File: src/rtl/stack_guard_pkg.sv
// Shared definitions for the CPU hardware-stack guard.
// Holds the stack geometry so the stack memory and stack_guard agree, plus the
// guard FSM state encoding.
package stack_guard_pkg;

  localparam int unsigned STACK_DEPTH = 128;
  localparam int unsigned STACK_W     = 32;

  typedef enum logic [1:0] {
    StRun   = 2'd0,
    StDefer = 2'd1,
    StFault = 2'd2
  } state_e;

endpackage

File: src/rtl/stack_guard.sv
// stack_guard: sole driver of the CPU hardware stack's push/pop/clear/hold inputs.
// Tracks occupancy, blocks overflow/underflow, splits a simultaneous push+pop into
// a pop followed by a deferred push, and raises sticky error flags plus a
// one-cycle interrupt.
//
// Ports:
//   i_clk, i_reset          clock, asynchronous active-high reset
//   i_req_push/i_req_pop    execute-stage requests, i_req_data push data
//   i_clear, i_hold         pipeline flush / stall (forwarded to the stack)
//   i_err_ack               clears sticky flags and leaves FAULT
//   i_stk_q                 stack read data, valid the cycle after a pop
//   o_stk_d/o_stk_push/o_stk_pop/o_stk_clear/o_stk_hold   stack controls
//   o_pop_data/o_pop_valid  popped word returned to the pipeline
//   o_busy                  deferred push pending
//   o_depth/o_full/o_empty  occupancy
//   o_err_overflow/o_err_underflow/o_err_irq  error reporting
module stack_guard
  import stack_guard_pkg::*;
#(
  parameter int unsigned DEPTH       = STACK_DEPTH,
  parameter int unsigned DEPTH_W     = $clog2(DEPTH),
  parameter bit          HALT_ON_ERR = 1'b1
) (
  input  logic               i_clk,
  input  logic               i_reset,
  input  logic               i_req_push,
  input  logic               i_req_pop,
  input  logic [STACK_W-1:0] i_req_data,
  input  logic               i_clear,
  input  logic               i_hold,
  input  logic               i_err_ack,
  input  logic [STACK_W-1:0] i_stk_q,
  output logic [STACK_W-1:0] o_stk_d,
  output logic               o_stk_push,
  output logic               o_stk_pop,
  output logic               o_stk_clear,
  output logic               o_stk_hold,
  output logic [STACK_W-1:0] o_pop_data,
  output logic               o_pop_valid,
  output logic               o_busy,
  output logic [DEPTH_W:0]   o_depth,
  output logic               o_full,
  output logic               o_empty,
  output logic               o_err_overflow,
  output logic               o_err_underflow,
  output logic               o_err_irq
);

  localparam logic [DEPTH_W:0] FullCnt = DEPTH[DEPTH_W:0];

  state_e             r_state;
  logic [DEPTH_W:0]   r_depth;
  logic [STACK_W-1:0] r_defer_data;
  logic               r_ovf;
  logic               r_udf;
  logic               r_irq;
  logic               r_pop_valid;
  logic               r_pop_real;   // pop_valid came from a real pop, not an underflow

  logic w_full;
  logic w_empty;
  logic w_accept;
  logic w_fwd_pop;
  logic w_do_pop;
  logic w_do_push;
  logic w_defer_issue;
  logic w_defer_push;
  logic w_ovf_err;
  logic w_udf_err;
  logic w_err;

  assign w_full  = (r_depth == FullCnt);
  assign w_empty = (r_depth == '0);

  // Requests are only acted on in RUN with the pipeline neither stalled nor flushed.
  assign w_accept  = (r_state == StRun) && !i_hold && !i_clear;
  // Stalled/flushed pops still reach the stack so it applies its own hold/clear rules.
  assign w_fwd_pop = (r_state == StRun) && (i_hold || i_clear) && i_req_pop;

  assign w_do_pop  = w_accept && i_req_pop && !w_empty;
  assign w_do_push = w_accept && i_req_push && !i_req_pop && !w_full;

  // The latched push waits out a stall; a flush discards it.
  assign w_defer_issue = (r_state == StDefer) && !i_hold && !i_clear;
  assign w_defer_push  = w_defer_issue && !w_full;

  assign w_ovf_err = (w_accept && i_req_push && !i_req_pop && w_full) ||
                     (w_defer_issue && w_full);
  assign w_udf_err = w_accept && i_req_pop && w_empty;
  assign w_err     = w_ovf_err || w_udf_err;

  assign o_stk_push  = !i_reset && (w_do_push || w_defer_push);
  assign o_stk_pop   = !i_reset && (w_do_pop || w_fwd_pop);
  assign o_stk_d     = (r_state == StDefer) ? r_defer_data : i_req_data;
  assign o_stk_clear = i_clear;
  assign o_stk_hold  = i_hold;

  // The stack presents its data the cycle after the pop, alongside r_pop_valid.
  assign o_pop_data  = (r_pop_valid && r_pop_real) ? i_stk_q : '0;
  assign o_pop_valid = r_pop_valid;

  assign o_busy          = (r_state == StDefer);
  assign o_depth         = r_depth;
  assign o_full          = w_full;
  assign o_empty         = w_empty;
  assign o_err_overflow  = r_ovf;
  assign o_err_underflow = r_udf;
  assign o_err_irq       = r_irq;

  always_ff @(posedge i_clk or posedge i_reset) begin
    if (i_reset) begin
      r_state      <= StRun;
      r_depth      <= '0;
      r_defer_data <= '0;
      r_ovf        <= 1'b0;
      r_udf        <= 1'b0;
      r_irq        <= 1'b0;
      r_pop_valid  <= 1'b0;
      r_pop_real   <= 1'b0;
    end else begin
      r_pop_valid <= w_accept && i_req_pop;
      r_pop_real  <= w_do_pop;

      // An ack in the same cycle as a new error leaves that flag set.
      r_ovf <= (r_ovf && !i_err_ack) || w_ovf_err;
      r_udf <= (r_udf && !i_err_ack) || w_udf_err;
      // Interrupt only when the combined flag goes from clear to set.
      r_irq <= !(r_ovf || r_udf) && w_err;

      if (w_do_pop) begin
        r_depth <= r_depth - 1'b1;
      end else if (w_do_push || w_defer_push) begin
        r_depth <= r_depth + 1'b1;
      end

      unique case (r_state)
        StRun: begin
          if (w_err && HALT_ON_ERR) begin
            r_state <= StFault;
          end else if (w_accept && i_req_push && i_req_pop) begin
            r_state      <= StDefer;
            r_defer_data <= i_req_data;
          end
        end
        StDefer: begin
          if (i_clear || !i_hold) begin
            r_state      <= (w_err && HALT_ON_ERR) ? StFault : StRun;
            r_defer_data <= '0;
          end
        end
        StFault: begin
          if (i_err_ack) begin
            r_state <= StRun;
          end
        end
        default: r_state <= StRun;
      endcase
    end
  end

endmodule

File: config.mk
export PLATFORM = sky130hd
export DESIGN_NAME = stack_guard
export DESIGN_NICKNAME = d
export VERILOG_FILES = /design/src/rtl/stack_guard_pkg.sv /design/src/rtl/stack_guard.sv
export SDC_FILE = /design/constraint.sdc
export NUM_CORES = 1
export LEC_CHECK = 0
export BUFFER_PORTS_ARGS = -buffer_cell sky130_fd_sc_hd__clkbuf_2
export CAP_MARGIN = 20
export CORE_ASPECT_RATIO = 1.1
export CORE_MARGIN = 2
export CORE_UTILIZATION = 50
export DETAILED_ROUTE_END_ITERATION = 12
export PLACE_DENSITY = 0.86
export SETUP_SLACK_MARGIN = 0.05
export SYNTH_ARGS = -nofsm -noshare
export SYNTH_HDL_FRONTEND = slang
export SYNTH_SLANG_ARGS = --single-unit
File: constraint.sdc
create_clock -name i_clk -period 6.2 [get_ports i_clk]
set_clock_uncertainty 0.1 [all_clocks]
set_input_delay 0 -clock i_clk [delete_from_list [all_inputs] [get_ports i_clk]]
set_output_delay 0 -clock i_clk [all_outputs]
set_load 0.05 [all_outputs]
# Word level (Yosys, flattened, before mapping)
# Index checks and enable logic that the tools add are counted.
# word_totals
ff_bits	47
latchBits	0
ram_bits	0
mem_bits_ro	0
input_bits	71
out_inout_bits	83
word_cells	77
mem_count	0
# classes
add_sub_neg	2
multipliers	0
div_mod_pow	0
n_lt_le_gt_ge	0
n_eq_ne	8
shifts	0
mux	14
bitwise	0
n_reduce_logical	45
# ops
operator	count
two-way mux 32 bit	5
one-hot mux 32 bit (2 select lines)	1
logical AND 1 bit	22
two-way mux 8 bit	2
two-way mux 2 bit	5
logical OR 1 bit	9
adder 8 x 1 -> 8 bit, second input constant	1
equality test 8 bit, second input constant	1
logical NOT 1 bit	8
logical NOT 8 bit	1
subtractor 8 x 1 -> 8 bit, second input constant	1
one-hot mux 2 bit (3 select lines)	1
!= test 2 x 1 -> 1 bit, second input constant	2
!= test 2 bit, second input constant	2
AND reduction 4 bit	1
nonzero test 2 bit	2
!= test 3 x 2 -> 1 bit, second input constant	1
AND reduction 3 bit	1
equality test 2 x 1 -> 1 bit, second input constant	1
equality test 2 bit, second input constant	1
logical NOT 2 bit	1

# Logic depth before layout (Yosys ltp)
# Gate-level depths: netlist of the first run.
# depth
depth_word	11
mapped_depth	12
depth_no_buf	11

# Worst setup path after synthesis of the first run
# Ideal clock, no wire load.
# synth_timing
path_type	register to register
from	reg r_depth[3] (netlist: o_depth[3])
to	reg r_depth[7] (netlist: o_depth[7])
setup_time_ns	0.138
t_arrival_ns	2.923
t_required_ns	5.962
setup_slack_ns	3.039
stages_incl_launch_ff	11
path_buffers	0
synth_period_minus_slack_ns	3.161
cell_sequence	dfrtp_1 > nor4_2 > nand2_1 > o21ai_0 > inv_1 > ha_1 > a21o_1 > a21oi_1 > o21ai_1 > a21oi_1 > mux4_2
# synth_via
word_cells_on_any_way	13
cone_classes	2 x add/sub; 1 x eq/ne; 2 x mux; 8 x reduce/logical
# synth_lines
element	line_no	rtl
from (decl)	stack_guard.sv:52	logic [DEPTH_W:0] r_depth;
from (signal assigned)	stack_guard.sv:131	r_depth <= r_depth - 1'b1;
from (signal assigned)	stack_guard.sv:133	r_depth <= r_depth + 1'b1;
logical NOT 8 bit (*)	stack_guard.sv:73	assign w_empty = (r_depth == '0);
logical NOT 1 bit (*)	stack_guard.sv:80	assign w_do_pop = w_accept && i_req_pop && !w_empty;
logical AND 1 bit (*)	stack_guard.sv:80	
net w_do_pop	stack_guard.sv:64	logic w_do_pop;
two-way mux 8 bit / nonzero test 2 bit (equally long branches)	n/a	
# Mark *: on every way through the listed nets, which the timed path passes. The rest lies on a longest branch. The select of a mux whose other input is x is not followed.
# A chain may end at the register's enable or synchronous reset.

# Worst setup path after layout of the first run
# Ends and elaborated chain as after synthesis.

==> results of run 1 <==
## final cells by class
class	instances	area, sq um	share of cell area
clock buffer	6	82.58	0.01893
multi-input combinational	301	1740	0.3989
sequential	47	1176	0.2696
clock inverter	2	16.27	0.003728
timing repair buffer	193	1206	0.2765
inverter	11	41.29	0.009464
tap	80	100.1	0.02294
## cells in the mapped netlist, types with 2 or more instances
cell type / number
a211oi_1: 2
a21o_1: 2
a21oi_1: 39
a221o_1: 32
and2_4: 2
and3_1: 33
buf_2: 4
buf_4: 2
buf_6: 5
clkbuf_1: 21
dfrtp_1: 47
ha_1: 6
inv_1: 10
mux2_1: 4
nand2_1: 136
nand3_1: 2
nor2_1: 7
nor2b_1: 3
nor3_1: 2
o21a_1: 3
o21ai_0: 5
o21ai_1: 2
o21bai_1: 2
xnor2_1: 4
## state kept, by name, summed over array words and instances (netlist names)
signal	cells
o_pop_valid	1
o_err_underflow	1
o_depth	8
r_defer_data	32
o_err_irq	1
r_state	2
o_err_overflow	1
r_pop_real	1
## metal layers
layer	part of all wire	up-vias	track usage
met5	0	-	0
li1	-	1698	-
met1	0.41	1632	0.3467
met3	0.053	25	0.03112
met4	0.024	0	0.1003
met2	0.51	155	0.4675
## cells by family after synthesis
| logic type | share of synthesized area |
|---|---|
| fa+ha+maj | 0.03036 |
| simple gates | 0.2745 |
| mux | 0.02157 |
| xor+xnor | 0.01119 |
| compound gates | 0.2181 |
| buf+inv | 0.06872 |
| flops | 0.3755 |
## cells in the final DEF, fill, tap and decap left out, types with 2 or more instances in the layout
cell type | synthesis | layout
a211oi_1 | 2 | 2
nor2b_1 | 3 | 3
a221o_1 | 32 | 32
dlygate4sd3_1 | 0 | 35
a21oi_1 | 39 | 39
buf_16 | 0 | 2
clkbuf_2 | 0 | 153
nand3_1 | 2 | 2
ha_1 | 6 | 6
xnor2_1 | 4 | 4
mux2_1 | 4 | 4
o21bai_1 | 2 | 2
a21o_1 | 2 | 2
buf_4 | 2 | 2
nand2_1 | 136 | 136
o21ai_0 | 5 | 5
o21a_1 | 3 | 3
and2_4 | 2 | 2
nor3_1 | 2 | 2
clkbuf_8 | 0 | 6
nor2_1 | 7 | 7
inv_1 | 10 | 9
dfrtp_1 | 47 | 47
and3_1 | 33 | 33
o21ai_1 | 2 | 2
## power breakdown
| group | leakage, nW | switching (mW) | internal, mW |
|---|---|---|---|
| combinational | 1.81 | 0.373 | 0.219 |
| sequential | 0.610 | 0.0953 | 0.395 |
| clock | 0.0474 | 0.107 | 0.0912 |
## per-stage QoR
stage	utilization	setup slack [ns]	total power, mW
floorplan	-	3.039	0.9113
global placement	0.6274	3.122	1.028
detailed placement	0.6274	3.010	1.055
CTS	0.7008	2.808	1.271
global route	0.7131	2.745	1.353
finish	0.7131	2.967	1.280
## worst max-delay path: stages (launching register included)
cell,delay [ns]
dfrtp_1,0.43
nor4_2,0.35
nand2_1,0.19
o21ai_0,0.30
inv_1,0.21
ha_1,0.33
a21o_1,0.18
a21oi_1,0.23
o21ai_1,0.11
a21oi_1,0.19
mux4_2,0.51
## how the worst max path moves through the flow
stage | startpoint | to | cells past startpoint
CTS | r_state[1] | o_stk_d[30] | 7
detailed placement | o_depth[3] | o_depth[7] | 10
global placement | o_depth[3] | o_depth[7] | 10
global route | o_depth[3] | o_depth[7] | 10
floorplan | o_depth[3] | o_depth[7] | 10
finish | o_depth[3] | o_depth[7] | 10
==> qor.yml, run 1 <==
run_status: "completed"
row_count: 30
yosysTopAreaCell: "dfrtp_1"
synthesis.nets: 470
clkLatencyLatePin_ns: 0.30
synthDistinctLibCells: 41
crit_type: "reg2reg"
r2r-start: "o_depth[3]"
wl_per_cell_microns: 14.91
place_area_sq_um: 3839
reg2reg_depth: 10
track_usage: 0.2699
tightest_slew_ns: 1.027
slew_headroom: 0.3138
vias: 3510
drc: 0
holdWs_ns: 0.01159
hold_viol_final: 0
max_freq_ghz: 0.3093
fin_tns_setup_ns: 0
reg2reg_to: "o_depth[7]"
postCtsSetupBuffers: 0
ys_ff_latch: 47
fin_area_sq_um: 4363
die_h_microns: 87.01
ir_drop_v: 0.0001876
post-route-period-util: 0.5215
min_from: "i_clear"
reg2reg_slack_ns: 2.97
required_ns: 6.28
hp-class: "in2reg"
cts_buffer_depth: 2
numPortBuffers: 153
ios: 154
place_inst: 594
startpoint_type: "register"
initialDrtViolationCount: 259
fin_nets: 637
fin_crit_ns: 3.233
p_per_area_nw_per_um2: 293.5
instances_no_fill: 640
die_area_sq_um: 6913
antenna_left: 0
synth_area_sq_um: 3132
clkTransAtPathRegs_ns: 0.09
grt_pass1_vias: 3222
hold_depth: 3
synth_warnings: 0
hold_end: "r_state[0]"
wl_mm: 9.542
synth-edff-count: 0
syn-mean-instance-area_sq_um: 7.989
cts_hold_buf: 35
vias_per_cell: 5.484
seq_area_frac_synth: 0.3755
initial_core_util: 0.5119
worstPathArrival_ns: 3.31
dr.pass1.iters: 5
maxSlewViolCount: 0
cp_max_fo: 7
cts_resized: 0
grt_pass1_wl_mm: 15.21
cts.sinks: 47
grt.overflow.total: 0
synth_top_area_frac: 0.3755
area_growth_pct: 39.31
cts_inserted_buffers: 5
synthCells: 392
ys_top_cells_by_area: "dfrtp_1, nand2_1, a221o_1, and3_1, a21oi_1"
drive_above_1_share: 0.3125
rsz0062_at_grt: "no"
coreArea_sq_um: 6118
setup_viol: 0
antenna_found_initial: 0
root_buffer: "clkbuf_8"
htreeDepth: 2
async_flop_share: 1.000
die_w_microns: 79.46
place_congestion: 0.8258
cts_tree: "built"
num_antenna_cells: 0
p_leak_nw: 2.470
endpoint_kind: "register"
grt_max_degree: 48
dpl.hpwl_mm: 6.140
nFillCells: 475
ys.flop_type: "dfrtp_1"
maxCapViolations: 0
(Power assumes the default switching activity.)
==> run 2, diff against run 1 <==
Settings changed: CORE_UTILIZATION 50 to 42, PLACE_DENSITY 0.86 to 0.77.
Clock period 6.2 ns to 2.7 ns, I/O delays scaled along.
==> run 2 against run 1 <==
  * The flow now finishes with violations (setup timing)
  * Final cell count rose by 4.8%
  * Clock power rose to 2.8 times the previous value
  * Global-route usage fell by 3.1 points
  * Worst hold slack improved by 0.0098 ns
  * Non-clock buffer count rose by 24
  * Setup slack got worse by 3.0 ns
  * Maximum frequency rose by 18%
  * Largest power group unchanged
  * Highest routed layer unchanged
==> qor.yml, run 2 (synthesis results as in run 1) <==
antenna_left: 0  # unchanged
vias_per_cell: 5.343  # -2.6%
coreArea_sq_um: 7350  # +20%
reg2reg_to: "o_depth[6]"
grt_max_degree: 48  # unchanged
setup.worst_path.start: "o_depth[6]"
worstPathArrival_ns: 2.83  # -0.48 ns
r2r-start: "o_depth[6]"
startpoint_type: "register"
maxCapViolations: 0  # unchanged
crit_buf_inv: 1  # unchanged
largest_register: "r_defer_data"
row_count: 33  # +10%
clkLatencyLatePin_ns: 0.30  # about the same
cts_tree: "built"
fin_ws_ns: -0.03751  # -3.004 ns
endpoint_kind: "register"
p_leak_nw: 2.577  # +4.3%
layout_common_cells: "clkbuf_2, nand2_1, dfrtp_1"
track_usage: 0.2389  # -0.03093
maxSlewViolCount: 0  # unchanged
dpl.hpwl_mm: 6.550  # +6.7%
wl_mm: 9.811  # +2.8%
grt.overflow.total: 0  # unchanged
critPathTopFamily: "simple AND/OR/NAND/NOR gates"
cp_max_fo: 7  # unchanged
grt_pass1_wl_mm: 15.88  # +4.4%
fin_area_sq_um: 4621  # +5.9%
crit_type: "reg2reg"
worst_path_largest_cell_delay_ns: 0.43  # -0.08 ns
drc: 0  # unchanged
post-route-period-util: 1.014  # +0.4924
setup_viol: 2  # +2
ir_drop_v: 0.0004793  # +160%
fin_nets: 661  # +3.8%
clkTransAtPathRegs_ns: 0.09  # about the same
initialDrtViolationCount: 205  # -21%
max_freq_ghz: 0.3653  # +18%
dr.pass1.iters: 4  # -1
path_cells: "nor4_4 -> nand2_2 -> o21ai_4 -> inv_4 -> ha_4 -> nor2b_1 -> o31a_1 -> o21a_1 -> or3_1 -> a31o_1"
crit_end: "o_depth[6]"
die_w_microns: 86.33  # +8.6%
nFillCells: 656  # +38%
grt_pass1_vias: 3465  # +7.5%
numPortBuffers: 153  # unchanged
cts.sinks: 47  # unchanged
violations: "setup timing"
hp-class: "in2reg"
initial_core_util: 0.4261  # -0.08575
tightest_slew_ns: 0.6882  # -0.3386 ns
reg2reg_depth: 10  # unchanged
die_h_microns: 94.57  # +8.7%
slew_headroom: 0.5412  # +0.2274
htreeDepth: 2  # unchanged
fin_crit_ns: 2.738  # -0.4956 ns
wl_per_cell_microns: 14.62  # -1.9%
root_buffer: "clkbuf_8"
largest_reg_flops: 32  # unchanged
required_ns: 2.80  # -3.48 ns
cp.depth: 10  # unchanged
hold_viol_final: 0  # unchanged
ios: 154  # unchanged
die_area_sq_um: 8164  # +18%
num_antenna_cells: 0  # unchanged
run_status: "finished, violations left"
place_ws_ns: -0.08003  # -3.090 ns
drive_above_1_share: 0.3699  # +0.05736
reg2reg_slack_ns: -0.04  # -3.00 ns
rsz0062_at_grt: "yes"
cts_inserted_buffers: 5  # unchanged
vias: 3585  # +2.1%
final_common_cell: "clkbuf_2"
place_area_sq_um: 4066  # +5.9%
place_congestion: 0.8197  # -0.74%
cpMaxStageDelayCell: "dfrtp_2"
cts_buffer_depth: 2  # unchanged
p_per_area_nw_per_um2: 704.6  # +140%
fin_tns_setup_ns: -0.06423  # -0.06423 ns
area_growth_pct: 47.54
antenna_found_initial: 0  # unchanged
run 2: how the worst min path moves through the flow:
stage	start	cells past startpoint	slack (ns)	to
final	i_clear	3	0.02	r_state[0]
after global routing	i_clear	3	0.06	r_state[0]
after CTS	i_clear	3	0.008	r_state[0]
after detailed placement	i_err_ack	2	0.14	o_err_overflow
after global placement	i_err_ack	2	0.13	o_err_overflow
after floorplan	i_err_ack	1	-0.002	r_state[1]
run 2: repair_timing:
| item | 4_1_cts | 5_1_grt |
|---|---|---|
| resized for setup | 3 | 4 |
| hold buffers | 35 | 0 |
| hold endpoints to repair | 83 | 0 |
| endpoints found under the setup margin | 3 | 3 |
| pin swaps | 6 | 4 |
| buffers inserted | 4 | 0 |
run 2: worst reg2reg max path: cells and delay by family, from the launching register on:
kind / cells / cell delay [ns]
AO/OA/AOI/OAI: 4 / 0.86
adder cells (fa/ha/maj): 1 / 0.24
buffers and inverters: 1 / 0.10
flip-flops: 1 / 0.43
AND/OR/NAND/NOR: 4 / 0.91
run 2: per-stage QoR:
step,hold slack [ns],cells,power (mW),util
global route,0.05698,671,3.462,0.6287
CTS,0.008494,670,3.247,0.6234
floorplan,-0.001716,392,2.144,-
global placement,0.1261,623,2.532,0.5533
detailed placement,0.1425,623,2.593,0.5533
finish,0.02137,671,3.256,0.6287
run 2: area by class of cell:
cell class              count  area [sq um]  area share
inverters                  11         43.79    0.009477
clock inverters             2         38.79    0.008394
well taps                  87         108.9     0.02356
repair buffers            217          1346      0.2914
multi-input cells         301          1815      0.3929
clock buffers               6         82.58     0.01787
flip-flops and latches     47          1185      0.2564
run 2: power by group:
part	switching, mW	internal, mW	total, mW	leakage [nW]
combinational	0.956	0.642	1.60	1.91
clock	0.253	0.305	0.558	0.0618
sequential	0.183	0.918	1.10	0.603
total	1.39	1.86	3.26	2.58
run 2: routing by layer:
metal	part of all wire	vias to the layer above	track usage	wire, microns
met5	0	-	0	0
met4	0.018	0	0.06771	174
met3	0.044	18	0.03409	433
met2	0.52	122	0.4365	5099
met1	0.42	1697	0.2909	4103
li1	-	1748	-	-
==> run 3, diff against run 2 <==
Settings changed: CORE_ASPECT_RATIO 1.1 to 1.75.
==> run 3 against run 2 <==
  * The run still ends with setup timing left
  * Power rose by 9.5%
  * Global-route usage increased by 0.54 points
  * Worst hold slack better by 0.013 ns
  * Core utilization up 2.4 points
  * Die area up 0.33%
  * First-iteration DRC count grew 34%
  * Routed wire length is 3.9% higher
  * Non-clock buffer count up 3
  * Final cell count up 0.45%
  * Critical endpoint unchanged
  * Largest cell class unchanged
  * Largest power group unchanged
==> qor.yml, run 3 (synthesis results as in run 1) <==
layout_common_cells: "clkbuf_2, nand2_1, dfrtp_1"
run_status: "finished, violations left"
top_usage_layer: "met2"
fin_tns_setup_ns: -0.06546  # -0.001232 ns
clkPwrFrac: 0.228  # +0.057
ios: 154  # unchanged
multiInputGateArea_sq_um: 1821  # +0.28%
cts_inserted_buffers: 5  # unchanged
dr.pass1.iters: 4  # unchanged
fin_ws_ns: -0.03914  # -0.001634 ns
row_count: 41  # +24%
slew_headroom: 0.5566  # +0.01544
die_h_microns: 118.2  # +25%
maxSlewViolCount: 0  # unchanged
worstPathArrival_ns: 2.81  # -0.02 ns
grt.overflow.total: 0  # unchanged
fin_nets: 664  # +0.45%
swShare: 0.4003  # -0.02719
largest_reg_flops: 32  # unchanged
antenna_found_initial: 0  # unchanged
ir_drop_v: 0.0009772  # +100%
wl_per_cell_microns: 15.13  # +3.5%
hp-class: "in2reg"
place_area_sq_um: 4058  # -0.22%
coreArea_sq_um: 7233  # -1.6%
place_ws_ns: -0.09195  # -0.01192 ns
initial_core_util: 0.4330  # +0.006855
hold_viol_final: 0  # unchanged
met3_usage: 0.03240  # -0.001695
root_buffer: "clkbuf_16"
initialDrtViolationCount: 274  # +34%
maxCapViolations: 0  # unchanged
cts.sinks: 47  # unchanged
cp_max_fo: 2  # -5
setup_viol: 2  # unchanged
rsz0062_at_grt: "yes"
p_leak_nw: 2.632  # +2.1%
cts_tree: "built"
post-route-period-util: 1.014  # about the same
seqPwrFrac: 0.310  # -0.028
reg2reg_depth: 10  # unchanged
startpoint_type: "register"
vias_per_cell: 5.442  # +1.9%
grt_pass1_wl_mm: 16.64  # +4.7%
place_inst: 621  # -0.32%
largest_register: "r_defer_data"
seqCellArea_sq_um: 1185  # unchanged
drc: 0  # unchanged
final_common_cell: "clkbuf_2"
antenna_left: 0  # unchanged
instances_no_fill: 674  # +0.45%
grt_pass1_vias: 3474  # +0.26%
die_w_microns: 69.28  # -20%
fin_area_sq_um: 4725  # +2.2%
vias: 3668  # +2.3%
grt_max_degree: 48  # unchanged
endpoint_kind: "register"
crit_type: "reg2reg"
max_freq_ghz: 0.3651  # about the same
die_area_sq_um: 8190  # +0.33%
htreeDepth: 2  # unchanged
nFillCells: 577  # -12%
clkTransAtPathRegs_ns: 0.07  # -0.02 ns
p_per_area_nw_per_um2: 754.4  # +7.1%
p_int_mw: 2.138  # +15%
pwr-share-comb: 0.461  # -0.030
use_met1: 0.3180  # +0.02712
drive_above_1_share: 0.3765  # +0.006628
reg2reg_slack_ns: -0.04  # about the same
fin_crit_ns: 2.739  # +0.001634 ns
place_congestion: 0.8746  # +6.7%
wl_mm: 10.20  # +3.9%
p_sw_mw: 1.427  # +2.5%
track_usage: 0.2443  # +0.005396
grt_util_met2: 0.4105  # -0.02608
tightest_slew_ns: 0.6650  # -0.02315 ns
hold_depth: 3  # unchanged
required_ns: 2.77  # -0.03 ns
numPortBuffers: 153  # unchanged
cts_buffer_depth: 2  # unchanged
final_util: 0.6532  # +0.02447
dpl.hpwl_mm: 7.146  # +9.1%
violations: "setup timing"
clkLatencyLatePin_ns: 0.28  # -0.02 ns
area_growth_pct: 50.86
run 3: repair_timing:
action | 4_1_cts | 5_1_grt
endpoints found under the setup margin | 2 | 3
hold buffers | 35 | 0
pin swaps | 8 | 6
cloned | 0 | 0
gates resized for setup | 7 | 3
setup buffers | 5 | 3
endpoints found under the hold margin | 83 | 0
run 3: worst paths after layout:
check,startpoint,to
worst min register to register,o_err_underflow,o_err_irq
worst max-delay path,o_depth[6],o_depth[6]
min in group asynchronous,i_reset,o_err_overflow
worst min-delay path,i_clear,r_state[0]
max in group asynchronous,i_reset,o_depth[4]
worst max register to register,o_depth[6],o_depth[6]
run 3: power by group through the flow:
stage | combinational (mW) | sequential [mW] | clock [mW]
2_1_floorplan | 0.842 | 1.30 | 0
3_3_place_gp | 1.45 | 1.09 | 0
3_5_place_dp | 1.49 | 1.10 | 0
4_1_cts | 1.61 | 1.10 | 0.834
5_1_grt | 1.79 | 1.14 | 0.863
6_report | 1.64 | 1.11 | 0.814
run 3: area by class of cell:
class,count,area share
Antenna cell,1,0.0005297
Clock buffer,5,0.02648
Clock inverter,3,0.01510
Inverter,11,0.009269
Multi-Input combinational cell,301,0.3853
Sequential cell,47,0.2508
Tap cell,86,0.02278
Timing Repair Buffer,220,0.2897
run 3: critical path: stages, from the launching register on:
cell and delay, ns:
dfrtp_2 0.42, nor4_4 0.32, nand2_1 0.13, o21ai_2 0.23, buf_4 0.16, fa_1 0.25
nor2b_4 0.06, o31a_1 0.25, o21a_1 0.17, or3_1 0.30, a31o_1 0.23
run 3: layer usage:
| metal | wire (microns) | part of all wire | up-vias |
|---|---|---|---|
| met5 | 0 | 0 | - |
| met4 | 313 | 0.031 | 0 |
| met3 | 459 | 0.045 | 28 |
| met2 | 5225 | 0.51 | 139 |
| met1 | 4197 | 0.41 | 1745 |
| li1 | - | - | 1756 |
run 3: through the flow:
stage	hold WS, ns	total power, mW
after floorplan	-0.001716	2.144
after global placement	0.1382	2.537
after detailed placement	0.1413	2.593
after CTS	0.03204	3.539
after global routing	0.05947	3.788
final	0.03418	3.564
